===== src/rtl/move_sequencer_if.sv =====
// Producer/driver-side signal bundle for move_sequencer: queue push, run control and stepper bus.
// master = move-queue producer / pin consumer, slave = the sequencer itself.
interface move_sequencer_if;
   logic       i_push;
   logic [3:0] i_push_move;
   logic       i_start;
   logic       i_abort;
   logic       i_ls_ready;
   logic       o_full;
   logic       o_empty;
   logic [5:0] o_en;
   logic       o_step;
   logic       o_dir;
   logic       o_busy;
   logic [3:0] o_cur_move;
   logic [7:0] o_moves_done;
   logic       o_done;
   logic       o_err;

   modport master (
      output i_push, i_push_move, i_start, i_abort, i_ls_ready,
      input  o_full, o_empty, o_en, o_step, o_dir, o_busy, o_cur_move,
             o_moves_done, o_done, o_err
   );

   modport slave (
      input  i_push, i_push_move, i_start, i_abort, i_ls_ready,
      output o_full, o_empty, o_en, o_step, o_dir, o_busy, o_cur_move,
             o_moves_done, o_done, o_err
   );
endinterface


===== src/rtl/move_sequencer.sv =====
// Move FIFO plus sequencer that plays queued codes as quarter turns on the shared stepper bus.
// All outputs registered; pushes to a full FIFO are dropped, i_ls_ready gates each move start.
module move_sequencer_fifo #(
   parameter int DEPTH = 32,
   parameter int W     = 4
) (
   input  logic         i_clk_12m,
   input  logic         i_rst_n,
   input  logic         wr_vld_i,
   input  logic [W-1:0] wr_dat_i,
   input  logic         rd_i,
   input  logic         flush_i,
   output logic         full_o,
   output logic         empty_o,
   output logic [W-1:0] rd_dat_o
);
   localparam int AW = $clog2(DEPTH);
   localparam logic [AW-1:0] PTR_ONE  = AW'(1);
   localparam logic [AW:0]   CNT_ONE  = (AW+1)'(1);
   localparam logic [AW:0]   CNT_FULL = (AW+1)'(DEPTH);

   logic [W-1:0]  mem_q [DEPTH];
   logic [AW-1:0] wr_ptr_q, rd_ptr_q;
   logic [AW:0]   cnt_q, cnt_d;
   logic          full_q, empty_q;
   logic          wr_ok, rd_ok;

   // Full is checked against the registered flag, so a same-cycle pop never rescues a push.
   assign wr_ok    = wr_vld_i & ~full_q & ~flush_i;
   assign rd_ok    = rd_i & ~empty_q & ~flush_i;
   assign rd_dat_o = mem_q[rd_ptr_q];
   assign full_o   = full_q;
   assign empty_o  = empty_q;

   always_comb begin
      cnt_d = cnt_q;
      if (flush_i) begin
         cnt_d = '0;
      end else begin
         case ({wr_ok, rd_ok})
            2'b10:   cnt_d = cnt_q + CNT_ONE;
            2'b01:   cnt_d = cnt_q - CNT_ONE;
            default: cnt_d = cnt_q;
         endcase
      end
   end

   always_ff @(posedge i_clk_12m or negedge i_rst_n) begin
      if (!i_rst_n) begin
         wr_ptr_q <= '0;
         rd_ptr_q <= '0;
         cnt_q    <= '0;
         full_q   <= 1'b0;
         empty_q  <= 1'b1;
      end else begin
         if (flush_i) begin
            wr_ptr_q <= '0;
            rd_ptr_q <= '0;
         end else begin
            if (wr_ok) wr_ptr_q <= wr_ptr_q + PTR_ONE;
            if (rd_ok) rd_ptr_q <= rd_ptr_q + PTR_ONE;
         end
         cnt_q   <= cnt_d;
         full_q  <= (cnt_d == CNT_FULL);
         empty_q <= (cnt_d == '0);
      end
   end

   always_ff @(posedge i_clk_12m) begin
      if (wr_ok) mem_q[wr_ptr_q] <= wr_dat_i;
   end
endmodule

module move_sequencer #(
   parameter int DEPTH         = 32,
   parameter int STEPS_PER_QTR = 50,
   parameter int STEP_HALF     = 3000,
   parameter int SETTLE        = 12000,
   parameter int HOLD          = 12000
) (
   input  logic             i_clk_12m,
   input  logic             i_rst_n,
   move_sequencer_if.slave  bus
);
   localparam int TMAX = (SETTLE > HOLD) ? ((SETTLE > STEP_HALF) ? SETTLE : STEP_HALF)
                                         : ((HOLD > STEP_HALF) ? HOLD : STEP_HALF);
   localparam int TW = $clog2(TMAX + 1);
   localparam int SW = $clog2(STEPS_PER_QTR + 1);
   localparam logic [TW-1:0] T_ONE       = TW'(1);
   localparam logic [TW-1:0] SETTLE_LAST = TW'(SETTLE - 1);
   localparam logic [TW-1:0] HALF_LAST   = TW'(STEP_HALF - 1);
   localparam logic [TW-1:0] HOLD_LAST   = TW'(HOLD - 1);
   localparam logic [SW-1:0] S_ONE       = SW'(1);
   localparam logic [SW-1:0] STEPS_LAST  = SW'(STEPS_PER_QTR - 1);

   typedef enum logic [2:0] {
      S_IDLE, S_FETCH, S_WAIT_LS, S_SETUP, S_STEP_HI, S_STEP_LO, S_HOLD, S_DONE
   } state_t;

   state_t        state_q, state_d;
   logic [TW-1:0] timer_q, timer_d;
   logic [SW-1:0] step_cnt_q, step_cnt_d;
   logic [3:0]    cur_move_q, cur_move_d;
   logic [5:0]    en_q, en_d;
   logic          dir_q, dir_d;
   logic          step_q, step_d;
   logic          busy_q, busy_d;
   logic          done_q, done_d;
   logic          err_q, err_d;
   logic [7:0]    moves_done_q, moves_done_d;

   logic          fifo_full, fifo_empty, pop;
   logic [3:0]    head;
   logic          head_rsvd, phase_last, active_d;
   logic [3:0]    face_idx;

   move_sequencer_fifo #(.DEPTH(DEPTH), .W(4)) u_fifo (
      .i_clk_12m (i_clk_12m),
      .i_rst_n   (i_rst_n),
      .wr_vld_i  (bus.i_push),
      .wr_dat_i  (bus.i_push_move),
      .rd_i      (pop),
      .flush_i   (bus.i_abort),
      .full_o    (fifo_full),
      .empty_o   (fifo_empty),
      .rd_dat_o  (head)
   );

   assign head_rsvd = (head >= 4'd13);
   assign face_idx  = (cur_move_q <= 4'd6) ? (cur_move_q - 4'd1) : (cur_move_q - 4'd7);

   always_comb begin
      phase_last = 1'b0;
      case (state_q)
         S_SETUP:              phase_last = (timer_q == SETTLE_LAST);
         S_STEP_HI, S_STEP_LO: phase_last = (timer_q == HALF_LAST);
         S_HOLD:               phase_last = (timer_q == HOLD_LAST);
         default:              phase_last = 1'b0;
      endcase
   end

   always_ff @(posedge i_clk_12m or negedge i_rst_n) begin
      if (!i_rst_n) state_q <= S_IDLE;
      else          state_q <= state_d;
   end

   always_comb begin
      state_d = state_q;
      if (bus.i_abort) begin
         state_d = S_IDLE;
      end else begin
         case (state_q)
            S_IDLE:    if (bus.i_start) state_d = S_FETCH;
            S_FETCH: begin
               if (fifo_empty || head == 4'd0) state_d = S_DONE;
               else if (!head_rsvd)            state_d = S_WAIT_LS;
            end
            S_WAIT_LS: if (bus.i_ls_ready) state_d = S_SETUP;
            S_SETUP:   if (phase_last) state_d = S_STEP_HI;
            S_STEP_HI: if (phase_last) state_d = S_STEP_LO;
            S_STEP_LO: if (phase_last) state_d = (step_cnt_q == STEPS_LAST) ? S_HOLD : S_STEP_HI;
            S_HOLD:    if (phase_last) state_d = S_FETCH;
            S_DONE:    state_d = S_IDLE;
            default:   state_d = S_IDLE;
         endcase
      end
   end

   // Bus outputs follow the next state so they change on the same edge as the state.
   always_comb begin
      pop          = 1'b0;
      timer_d      = '0;
      step_cnt_d   = step_cnt_q;
      cur_move_d   = cur_move_q;
      dir_d        = dir_q;
      moves_done_d = moves_done_q;
      err_d        = 1'b0;
      active_d     = (state_d == S_SETUP) || (state_d == S_STEP_HI) ||
                     (state_d == S_STEP_LO) || (state_d == S_HOLD);
      en_d         = active_d ? (6'b000001 << face_idx) : 6'b000000;
      step_d       = (state_d == S_STEP_HI);
      busy_d       = (state_d != S_IDLE);
      done_d       = (state_d == S_DONE);

      if (state_d == state_q && active_d) timer_d = timer_q + T_ONE;

      if (bus.i_abort) begin
         cur_move_d = 4'd0;
      end else begin
         case (state_q)
            S_IDLE: if (bus.i_start) moves_done_d = 8'd0;
            S_FETCH: begin
               pop = ~fifo_empty;
               if (!fifo_empty && head_rsvd) err_d = 1'b1;
               if (!fifo_empty && head != 4'd0 && !head_rsvd) cur_move_d = head;
            end
            S_WAIT_LS: begin
               step_cnt_d = '0;
               // Direction only moves while every enable is still low.
               if (bus.i_ls_ready) dir_d = (cur_move_q <= 4'd6);
            end
            S_STEP_LO: if (phase_last) step_cnt_d = step_cnt_q + S_ONE;
            S_HOLD: begin
               if (phase_last) begin
                  cur_move_d = 4'd0;
                  if (moves_done_q != 8'd255) moves_done_d = moves_done_q + 8'd1;
               end
            end
            default: ;
         endcase
      end
   end

   always_ff @(posedge i_clk_12m or negedge i_rst_n) begin
      if (!i_rst_n) begin
         timer_q      <= '0;
         step_cnt_q   <= '0;
         cur_move_q   <= 4'd0;
         en_q         <= 6'd0;
         dir_q        <= 1'b0;
         step_q       <= 1'b0;
         busy_q       <= 1'b0;
         done_q       <= 1'b0;
         err_q        <= 1'b0;
         moves_done_q <= 8'd0;
      end else begin
         timer_q      <= timer_d;
         step_cnt_q   <= step_cnt_d;
         cur_move_q   <= cur_move_d;
         en_q         <= en_d;
         dir_q        <= dir_d;
         step_q       <= step_d;
         busy_q       <= busy_d;
         done_q       <= done_d;
         err_q        <= err_d;
         moves_done_q <= moves_done_d;
      end
   end

   assign bus.o_full       = fifo_full;
   assign bus.o_empty      = fifo_empty;
   assign bus.o_en         = en_q;
   assign bus.o_step       = step_q;
   assign bus.o_dir        = dir_q;
   assign bus.o_busy       = busy_q;
   assign bus.o_cur_move   = cur_move_q;
   assign bus.o_moves_done = moves_done_q;
   assign bus.o_done       = done_q;
   assign bus.o_err        = err_q;
endmodule


===== src/flat_wrapper.sv =====
// flat-port wrapper written by rule: the top's interface ports become plain ports
module move_sequencer_flat 
#(
   parameter int DEPTH         = 32,
   parameter int STEPS_PER_QTR = 50,
   parameter int STEP_HALF     = 3000,
   parameter int SETTLE        = 12000,
   parameter int HOLD          = 12000
)
  (i_clk_12m, i_rst_n, bus_i_push, bus_i_push_move, bus_i_start, bus_i_abort, bus_i_ls_ready, bus_o_full, bus_o_empty, bus_o_en, bus_o_step, bus_o_dir, bus_o_busy, bus_o_cur_move, bus_o_moves_done, bus_o_done, bus_o_err);
  move_sequencer_if bus_i ();
  input  logic i_clk_12m;
  input  logic i_rst_n;
  input wire logic [$bits(bus_i.i_push)-1:0] bus_i_push;
  input wire logic [$bits(bus_i.i_push_move)-1:0] bus_i_push_move;
  input wire logic [$bits(bus_i.i_start)-1:0] bus_i_start;
  input wire logic [$bits(bus_i.i_abort)-1:0] bus_i_abort;
  input wire logic [$bits(bus_i.i_ls_ready)-1:0] bus_i_ls_ready;
  output wire logic [$bits(bus_i.o_full)-1:0] bus_o_full;
  output wire logic [$bits(bus_i.o_empty)-1:0] bus_o_empty;
  output wire logic [$bits(bus_i.o_en)-1:0] bus_o_en;
  output wire logic [$bits(bus_i.o_step)-1:0] bus_o_step;
  output wire logic [$bits(bus_i.o_dir)-1:0] bus_o_dir;
  output wire logic [$bits(bus_i.o_busy)-1:0] bus_o_busy;
  output wire logic [$bits(bus_i.o_cur_move)-1:0] bus_o_cur_move;
  output wire logic [$bits(bus_i.o_moves_done)-1:0] bus_o_moves_done;
  output wire logic [$bits(bus_i.o_done)-1:0] bus_o_done;
  output wire logic [$bits(bus_i.o_err)-1:0] bus_o_err;
  assign bus_i.i_push = bus_i_push;
  assign bus_i.i_push_move = bus_i_push_move;
  assign bus_i.i_start = bus_i_start;
  assign bus_i.i_abort = bus_i_abort;
  assign bus_i.i_ls_ready = bus_i_ls_ready;
  assign bus_o_full = bus_i.o_full;
  assign bus_o_empty = bus_i.o_empty;
  assign bus_o_en = bus_i.o_en;
  assign bus_o_step = bus_i.o_step;
  assign bus_o_dir = bus_i.o_dir;
  assign bus_o_busy = bus_i.o_busy;
  assign bus_o_cur_move = bus_i.o_cur_move;
  assign bus_o_moves_done = bus_i.o_moves_done;
  assign bus_o_done = bus_i.o_done;
  assign bus_o_err = bus_i.o_err;
  move_sequencer #(.DEPTH(DEPTH), .STEPS_PER_QTR(STEPS_PER_QTR), .STEP_HALF(STEP_HALF), .SETTLE(SETTLE), .HOLD(HOLD)) u_core (.i_clk_12m(i_clk_12m), .i_rst_n(i_rst_n), .bus(bus_i));
endmodule

===== config.mk =====
export PLATFORM = sky130hd
export DESIGN_NAME = move_sequencer_flat
export DESIGN_NICKNAME = d
export VERILOG_FILES = /design/src/rtl/move_sequencer_if.sv /design/src/rtl/move_sequencer.sv /design/src/flat_wrapper.sv
export SDC_FILE = /design/constraint.sdc
export NUM_CORES = 1
export LEC_CHECK = 0
export ABC_AREA = 0
export BUFFER_PORTS_ARGS = -buffer_cell sky130_fd_sc_hd__buf_2
export CAP_MARGIN = 20
export CORE_MARGIN = 2
export CORE_UTILIZATION = 52
export CTS_BUF_LIST = sky130_fd_sc_hd__clkbuf_4
export DETAILED_ROUTE_END_ITERATION = 8
export HOLD_SLACK_MARGIN = 0.08
export PLACE_DENSITY = 0.69
export SETUP_SLACK_MARGIN = 0.4
export SKIP_CTS_REPAIR_TIMING = 1
export SLEW_MARGIN = 10
export SYNTH_ARGS = -nofsm -noshare
export SYNTH_HDL_FRONTEND = slang
export SYNTH_SLANG_ARGS = --single-unit

===== constraint.sdc =====
create_clock -name i_clk_12m -period 6.8 [get_ports i_clk_12m]
set_clock_uncertainty 0.05 [all_clocks]
set_input_delay 1.02 -clock i_clk_12m [delete_from_list [all_inputs] [get_ports i_clk_12m]]
set_output_delay 1.02 -clock i_clk_12m [all_outputs]
set_load 0.1 [all_outputs]

# Word level (Yosys, flattened, before mapping)
# Memories as Yosys holds them, arrays and structs flattened.
# Index checks and enable logic that the tools add are counted.
[classes]
eq_ne = 26
n_mul = 0
reduce_logical = 26
add_sub_neg = 9
mux = 38
magnitude_cmp = 2
shifts = 1
n_div = 0
bitwise_logic = 7
[op_table]
columns = ["cell", "count"]
rows = [
  ["$mux W3", 9],
  ["$eq A3 B3 Y1 const B", 8],
  ["$mux W8", 3],
  ["$pmux W3 S8", 1],
  ["$pmux W6 S2", 2],
  ["$mux W5", 4],
  ["$mux W6", 3],
  ["$mux W4", 4],
  ["$pmux W8 S2", 1],
  ["$add A14 B1 Y14 const B", 1],
  ["$eq A14 B12 Y1 const B", 1],
  ["$eq A14 B14 Y1 const B", 1],
  ["$mux W14", 1],
  ["$add A6 B1 Y6 const B", 2],
  ["$eq A6 B6 Y1 const B", 2],
  ["$add A5 B1 Y5 const B", 2],
  ["$eq A3 B2 Y1 const B", 3],
  ["$reduce_and A3 Y1", 3],
  ["$add A8 B1 Y8 const B", 1],
  ["$ne A8 B8 Y1 const B", 1],
  ["$pmux W4 S2", 1],
  ["$reduce_bool A2 Y1", 4],
  ["$mux W1", 7],
  ["$logic_not A6 Y1", 1],
  ["26 further kinds", 43],
]
[word_totals]
latch_bits = 0
wordCells = 126
output_inout_bits = 25
n_memories = 1
ram_bits = 128
reg_bits = 64
romBits = 0
[memory_table]
columns = ["memory", "words", "width", "read_ports", "rd_clocked_by_memory_dff", "wr", "line", "text"]
rows = [
  ["u_core.u_fifo.mem_q", 32, 4, 1, 0, 1, "move_sequencer.sv:22", "logic [W-1:0] mem_q [DEPTH];"],
]

# Depth between registers and ports, before layout
[logic_depth]
depth_word = 12
depth_mapped = 14

# Cells and area by module
# From an unflattened synthesis, not the netlist that was laid out.
[hier_totals]
hier_cells = 631
area_unflattened_um2 = 8846.0
[by_module_without_submodules]
columns = ["module", "instances", "area_each_um2", "cells_per_inst"]
rows = [
  ["move_sequencer_fifo", 1, 6214.7, 354],
  ["move_sequencer", 1, 2631.3, 277],
]

# Least setup slack after synthesis
# Ideal clock, no wire load.
[synth_timing]
kind = "input-to-reg"
from = "in bus_i_abort"
to = "reg u_core.u_fifo.full_q (netlist: u_core.u_fifo.full_o)"
arrival_time_ps = 3570
cell_stages = 13
required_time_ps = 6684
setup_ps = 66
setup_slack_ps = 3114
path_buffers = 2
cell_sequence = "clkbuf_1 > clkbuf_1 > nor2_1 > ha_1 > ha_1 > a21o_1 > a21oi_1 > o21bai_1 > a21oi_1 > xor2_1 > or3_1 > a21oi_1 > and2_1"
[synth_between]
elab_chain_cells = 7
elab_cells_between_ends = 10
cone_classes = "3 x eq/ne; 3 x mux; 4 x bitwise"
[synth_lines]
columns = ["item", "line", "text"]
rows = [
  ["start: declaration", "flat_wrapper.sv:17", "input wire logic [$bits(bus_i.i_abort)-1:0] bus_i_abort;"],
  ["$mux W1", "move_sequencer.sv:187", "if (bus.i_abort) begin"],
  ["$and A1 B1 Y1 (2 in a row)", "move_sequencer.sv:30", "assign rd_ok = rd_i & ~empty_q & ~flush_i;"],
  ["$eq A2 B1 Y1 / $eq A2 B2 Y1 (equally long branches)", "move_sequencer.sv:40", "case ({wr_ok, rd_ok})"],
  ["$pmux W6 S2", "move_sequencer.sv:40", ""],
  ["$mux W6 *", "move_sequencer.sv:37", "if (flush_i) begin"],
  ["named net u_core.u_fifo.cnt_d[5]", "move_sequencer.sv:24", "logic [AW:0] cnt_q, cnt_d;"],
  ["$eq A6 B6 Y1 *", "move_sequencer.sv:64", "full_q <= (cnt_d == CNT_FULL);"],
  ["end signal: assignment", "move_sequencer.sv:64", ""],
  ["end: declaration", "move_sequencer.sv:25", "logic full_q, empty_q;"],
]
# The timed path passes the listed nets; every way through them passes the cells marked *.
# A chain may end at the register's enable or synchronous reset.

# Worst setup path after layout
[layout_timing]
from = "reg u_core.u_fifo.rd_ptr_q[0]"
to = "reg u_core.timer_q[9]"
[layout_between]
elab_chain_cells = 12
elab_cells_between_ends = 18
cone_classes = "1 x order compare; 5 x eq/ne; 5 x mux; 6 x reduce/logical; 1 x memory"
[layout_lines]
columns = ["item", "line", "text"]
rows = [
  ["start: declaration", "move_sequencer.sv:23", "logic [AW-1:0] wr_ptr_q, rd_ptr_q;"],
  ["start signal: assignment", "move_sequencer.sv:61", "if (rd_ok) rd_ptr_q <= rd_ptr_q + PTR_ONE;"],
  ["$mem_v2 Z32 W4 *", "n/a", ""],
  ["$ge A4 B4 Y1 / $logic_not A4 Y1 (equally long branches)", "move_sequencer.sv:129, move_sequencer.sv:155", ""],
  ["$mux W3 / $logic_or A1 B1 Y1 (equally long branches)", "move_sequencer.sv:156, move_sequencer.sv:155", ""],
  ["$mux W3 *", "move_sequencer.sv:155", "if (fifo_empty || head == 4'd0) state_d = S_DONE;"],
  ["$pmux W3 S8 *", "move_sequencer.sv:152", "case (state_q)"],
  ["$mux W3 *", "move_sequencer.sv:149", "if (bus.i_abort) begin"],
  ["$eq A3 B2 Y1 / $eq A3 B3 Y1 (equally long branches)", "move_sequencer.sv:178", "active_d = (state_d == S_SETUP) || (state_d == S_STEP_HI) ||"],
  ["$logic_or A1 B1 Y1 (2 in a row)", "move_sequencer.sv:178", ""],
  ["$logic_or A1 B1 Y1", "move_sequencer.sv:179", "(state_d == S_STEP_LO) || (state_d == S_HOLD);"],
  ["$logic_and A1 B1 Y1 *", "move_sequencer.sv:185", "if (state_d == state_q && active_d) timer_d = timer_q + T_ONE;"],
  ["$mux W14 *", "move_sequencer.sv:185", ""],
  ["named net u_core.timer_d[9]", "move_sequencer.sv:101", "logic [TW-1:0] timer_q, timer_d;"],
  ["end signal: assignment", "move_sequencer.sv:227", "timer_q <= timer_d;"],
  ["end: declaration", "move_sequencer.sv:101", ""],
]
# Marks and branches as above.

==> impl_metrics.py <==
metrics = {
    "routing": {
        "routedWlPerCell_um": 18.9,
        "vias": 5196,
        "dr.first_iter.drc_count": 377,
        "first_pass_iters": 5,
        "wl_um": 16900,
        "drcViolationCount": 0,
        "vias_per_cell": 5.79,
        "drtAntennaViolNets": 0,
    },
    "power_and_ir_drop": {
        "power_frac_comb_pct": 16.8,
        "swShare_pct": 31.6,
        "power.internal_mw": 1.66,
        "power.density_nw_per_um2": 260,
        "seq_power_share_pct": 55.4,
        "vdd_drop_max_mv": 0.190,
        "pwr-share-clk_pct": 27.8,
        "switchingPower_uw": 767,
        "leakagePower_nw": 3.36,
    },
    "critical_path": {
        "crit_path_end_kind": "flip-flop",
        "path_class": "reg2reg",
        "cp-endpoint": "u_core.timer_q[9]",
        "regToRegSetupSlack_ns": 2.89,
        "rr_endpoint": "u_core.timer_q[9]",
        "r2r-start": "u_core.u_fifo.rd_ptr_q[0]",
        "cp-start-kind": "flip-flop",
        "r2r_cells": 8,
        "arrival_ns": 4.33,
        "required_ns": 7.22,
        "cp_max_fo": 22,
        "worstSetupStartpoint": "u_core.u_fifo.rd_ptr_q[0]",
    },
    "placed_design": {
        "dp_hpwl_um": 11300,
        "gp_congestion": 0.792,
        "port_buffers": 34,
    },
    "global_route": {
        "grt_pass1_vias": 5213,
        "grt.total_usage_pct": 20.4,
        "antenna_found_initial": 1,
        "grt-ovfl-total": 0,
        "grt_max_degree": 65,
        "grt_pass1_wl_um": 27400,
    },
    "run": {
        "drv_cap": 0,
    },
    "synthesis": {
        "synthCells": 637,
        "ys_seq_area_share_pct": 62.9,
        "syn_area_um2": 8660,
        "synth-edff-count": 128,
        "synth_top_area_share_pct": 44.4,
        "synth_nets": 664,
        "synthTopCellsByArea": "edfxtp_1 44%, dfrtp_1 18%, mux4_2 6.8%",
        "yosysUniqueCellTypes": 64,
        "async_reset_ff_share_pct": 33.3,
        "yosys.area.top_type": "edfxtp_1",
        "syn_area_per_cell_um2": 13.6,
        "ys.flop_type": "edfxtp_1",
        "yosysWarnings": 0,
        "synth_seq_cells": 192,
    },
    "clock_tree": {
        "cts_sinks": 192,
        "clockBufferDepth": 2,
        "cts_tree": "built",
        "cts_max_level": 4,
        "clk_pin_slew_ns": 0.17,
        "cts_inserted_buffers": 17,
        "clk_latency_ns": 0.59,
        "root_buffer": "clkbuf_4",
    },
    "sta": {
        "final-setup-viol-count": 0,
        "rsz0062_at_grt": "false",
        "worstMarginPinSlew_ns": 0.808,
        "fin_hold_ws_ns": 0.449,
        "post-route-min-period_ns": 3.91,
        "max_freq_mhz": 256,
        "slew_viol_final": 0,
        "slew_headroom_pct": 46.2,
        "hold_viol": 0,
        "fin_setup_tns_ns": 0,
        "period_share_pct": 57.5,
    },
    "finish": {
        "fillers": 1317,
        "syn_to_final_growth_pct": 7.70,
        "layout.nets": 691,
        "seq_area_um2": 5450,
        "multi_input_area_um2": 3030,
        "final_layout_size_suffix_gt1_share_pct": 17.3,
    },
    "floorplanning": {
        "die_w_um": 133,
        "coreArea_um2": 16400,
        "io_pins": 35,
        "start_util_pct": 52.8,
        "die_area_um2": 17700,
        "rows": 47,
        "die_h_um": 133,
    },
    "hold_path": {
        "min-delay-path-class": "reg2reg",
    },
    "outcome": {
        "status": "finished clean",
    },
}
-- stage by stage --
step / util [%] / cells / instance area (um^2) / total power [mW] / worst slack (ns)
floorplan: - / 637 / 8660 / 1.69 / 3.11
global placement: 54.8 / 865 / 8990 / 1.77 / 2.79
detailed placement: 54.8 / 865 / 8990 / 1.78 / 2.69
CTS: 56.9 / 897 / 9330 / 2.45 / 2.81
global route: 56.9 / 898 / 9330 / 2.53 / 2.62
finish: 56.9 / 898 / 9330 / 2.43 / 2.89
-- layer usage --
layer  up-vias  track usage [%]  wire length (um)  part of all wire (%)
met5         -                0                 0                     0
met4         0             6.99               306                   1.8
met3        28             4.41               971                   5.7
met2       173             33.1              8280                    49
met1      2569             27.6              7380                    44
li1       2426                -                 -                     -
-- worst min path at each step --
| stage | depth (start not counted) | start | end | slack (ns) |
|---|---|---|---|---|
| 2_1_floorplan | 1 | u_core.step_cnt_q[5] | u_core.step_cnt_q[5] | 0.39 |
| 3_3_place_gp | 1 | u_core.timer_q[0] | u_core.timer_q[0] | 0.41 |
| 3_5_place_dp | 1 | u_core.step_cnt_q[5] | u_core.step_cnt_q[5] | 0.43 |
| 4_1_cts | 1 | u_core.step_cnt_q[5] | u_core.step_cnt_q[5] | 0.45 |
| 5_1_grt | 1 | u_core.step_cnt_q[5] | u_core.step_cnt_q[5] | 0.47 |
| 6_report | 1 | u_core.step_cnt_q[5] | u_core.step_cnt_q[5] | 0.45 |
-- synthesized netlist by cell type, types with 3 or more instances --
master	count
dfrtp_1	63
a31oi_1	5
and3_1	12
xor2_1	22
nand4_1	6
o21ai_0	10
clkbuf_1	19
and2_1	7
xnor2_1	13
nand3_1	16
mux2i_1	15
a211o_1	5
mux4_2	26
a21oi_1	23
o2111ai_1	3
nand2_1	46
a221oi_1	3
nand3b_1	4
or3_1	9
nand2b_1	7
mux2_2	6
buf_6	3
o211ai_1	3
nor2_1	87
inv_1	10
nor3_1	5
o31ai_1	3
nor2b_1	7
o221ai_1	4
edfxtp_1	128
a21o_1	5
ha_1	16
buf_2	3
-- power groups by stage --
| stage | combinational (mW) | sequential [mW] | clock [mW] |
|---|---|---|---|
| after floorplan | 0.277 | 1.41 | 0 |
| after global placement | 0.400 | 1.37 | 0 |
| after detailed placement | 0.410 | 1.37 | 0 |
| after CTS | 0.411 | 1.34 | 0.690 |
| after global routing | 0.444 | 1.35 | 0.735 |
| final | 0.408 | 1.35 | 0.675 |
-- layout make-up --
| type | instances | share of cell area (%) |
|---|---|---|
| Clock inverter | 15 | 2.25 |
| Inverter | 11 | 0.443 |
| Sequential cell | 192 | 58.4 |
| Antenna cell | 1 | 0.0268 |
| Tap cell | 220 | 2.95 |
| Timing Repair Buffer | 37 | 2.07 |
| Multi-Input combinational cell | 405 | 32.5 |
| Clock buffer | 17 | 1.37 |
-- state kept, by name (all words and copies together) (netlist names) --
name                     count
u_core.u_fifo.mem_q        128
u_core.timer_q              14
u_core.bus.o_moves_done      8
u_core.bus.o_en              6
u_core.step_cnt_q            6
u_core.u_fifo.cnt_q          6
u_core.u_fifo.rd_ptr_q       5
u_core.u_fifo.wr_ptr_q       5
u_core.bus.o_cur_move        4
u_core.state_q               3
u_core.bus.o_busy            1
u_core.bus.o_dir             1
u_core.bus.o_done            1
u_core.bus.o_err             1
u_core.bus.o_step            1
u_core.u_fifo.empty_o        1
u_core.u_fifo.full_o         1
-- cells in the final DEF (no fill, tap or decap), types with 9 or more instances in the layout --
master | Yosys | routed
dfrtp_1 | 63 | 62
edfxtp_1 | 128 | 128
buf_2 | 3 | 34
xnor2_1 | 13 | 13
mux2i_1 | 15 | 15
clkbuf_4 | 0 | 17
o21ai_0 | 10 | 10
nor2_1 | 87 | 87
nand2_1 | 46 | 46
or3_1 | 9 | 9
inv_1 | 10 | 10
and3_1 | 12 | 12
a21oi_1 | 23 | 23
mux4_2 | 26 | 26
ha_1 | 16 | 16
xor2_1 | 22 | 22
nand3_1 | 16 | 16
-- worst max-delay path, stage by stage (launching register included) --
cell	delay, ns
dfrtp_2	0.80
buf_4	0.48
mux4_2	0.56
mux4_2	0.52
o22ai_2	0.21
and3_1	0.29
o31ai_1	0.13
a32oi_2	0.61
nor2_1	0.12
-- cells by family after synthesis --
| logic type | share of synthesized area, % |
|---|---|
| AOI/OAI and AO/OA | 7.32 |
| DFF | 62.9 |
| xor gates and xnor gates | 3.54 |
| muxes | 9.53 |
| and+or+nand+nor | 12.1 |
| adders and majority gates | 2.54 |
| buffers and inverters | 2.12 |
(Power assumes the default switching activity.)
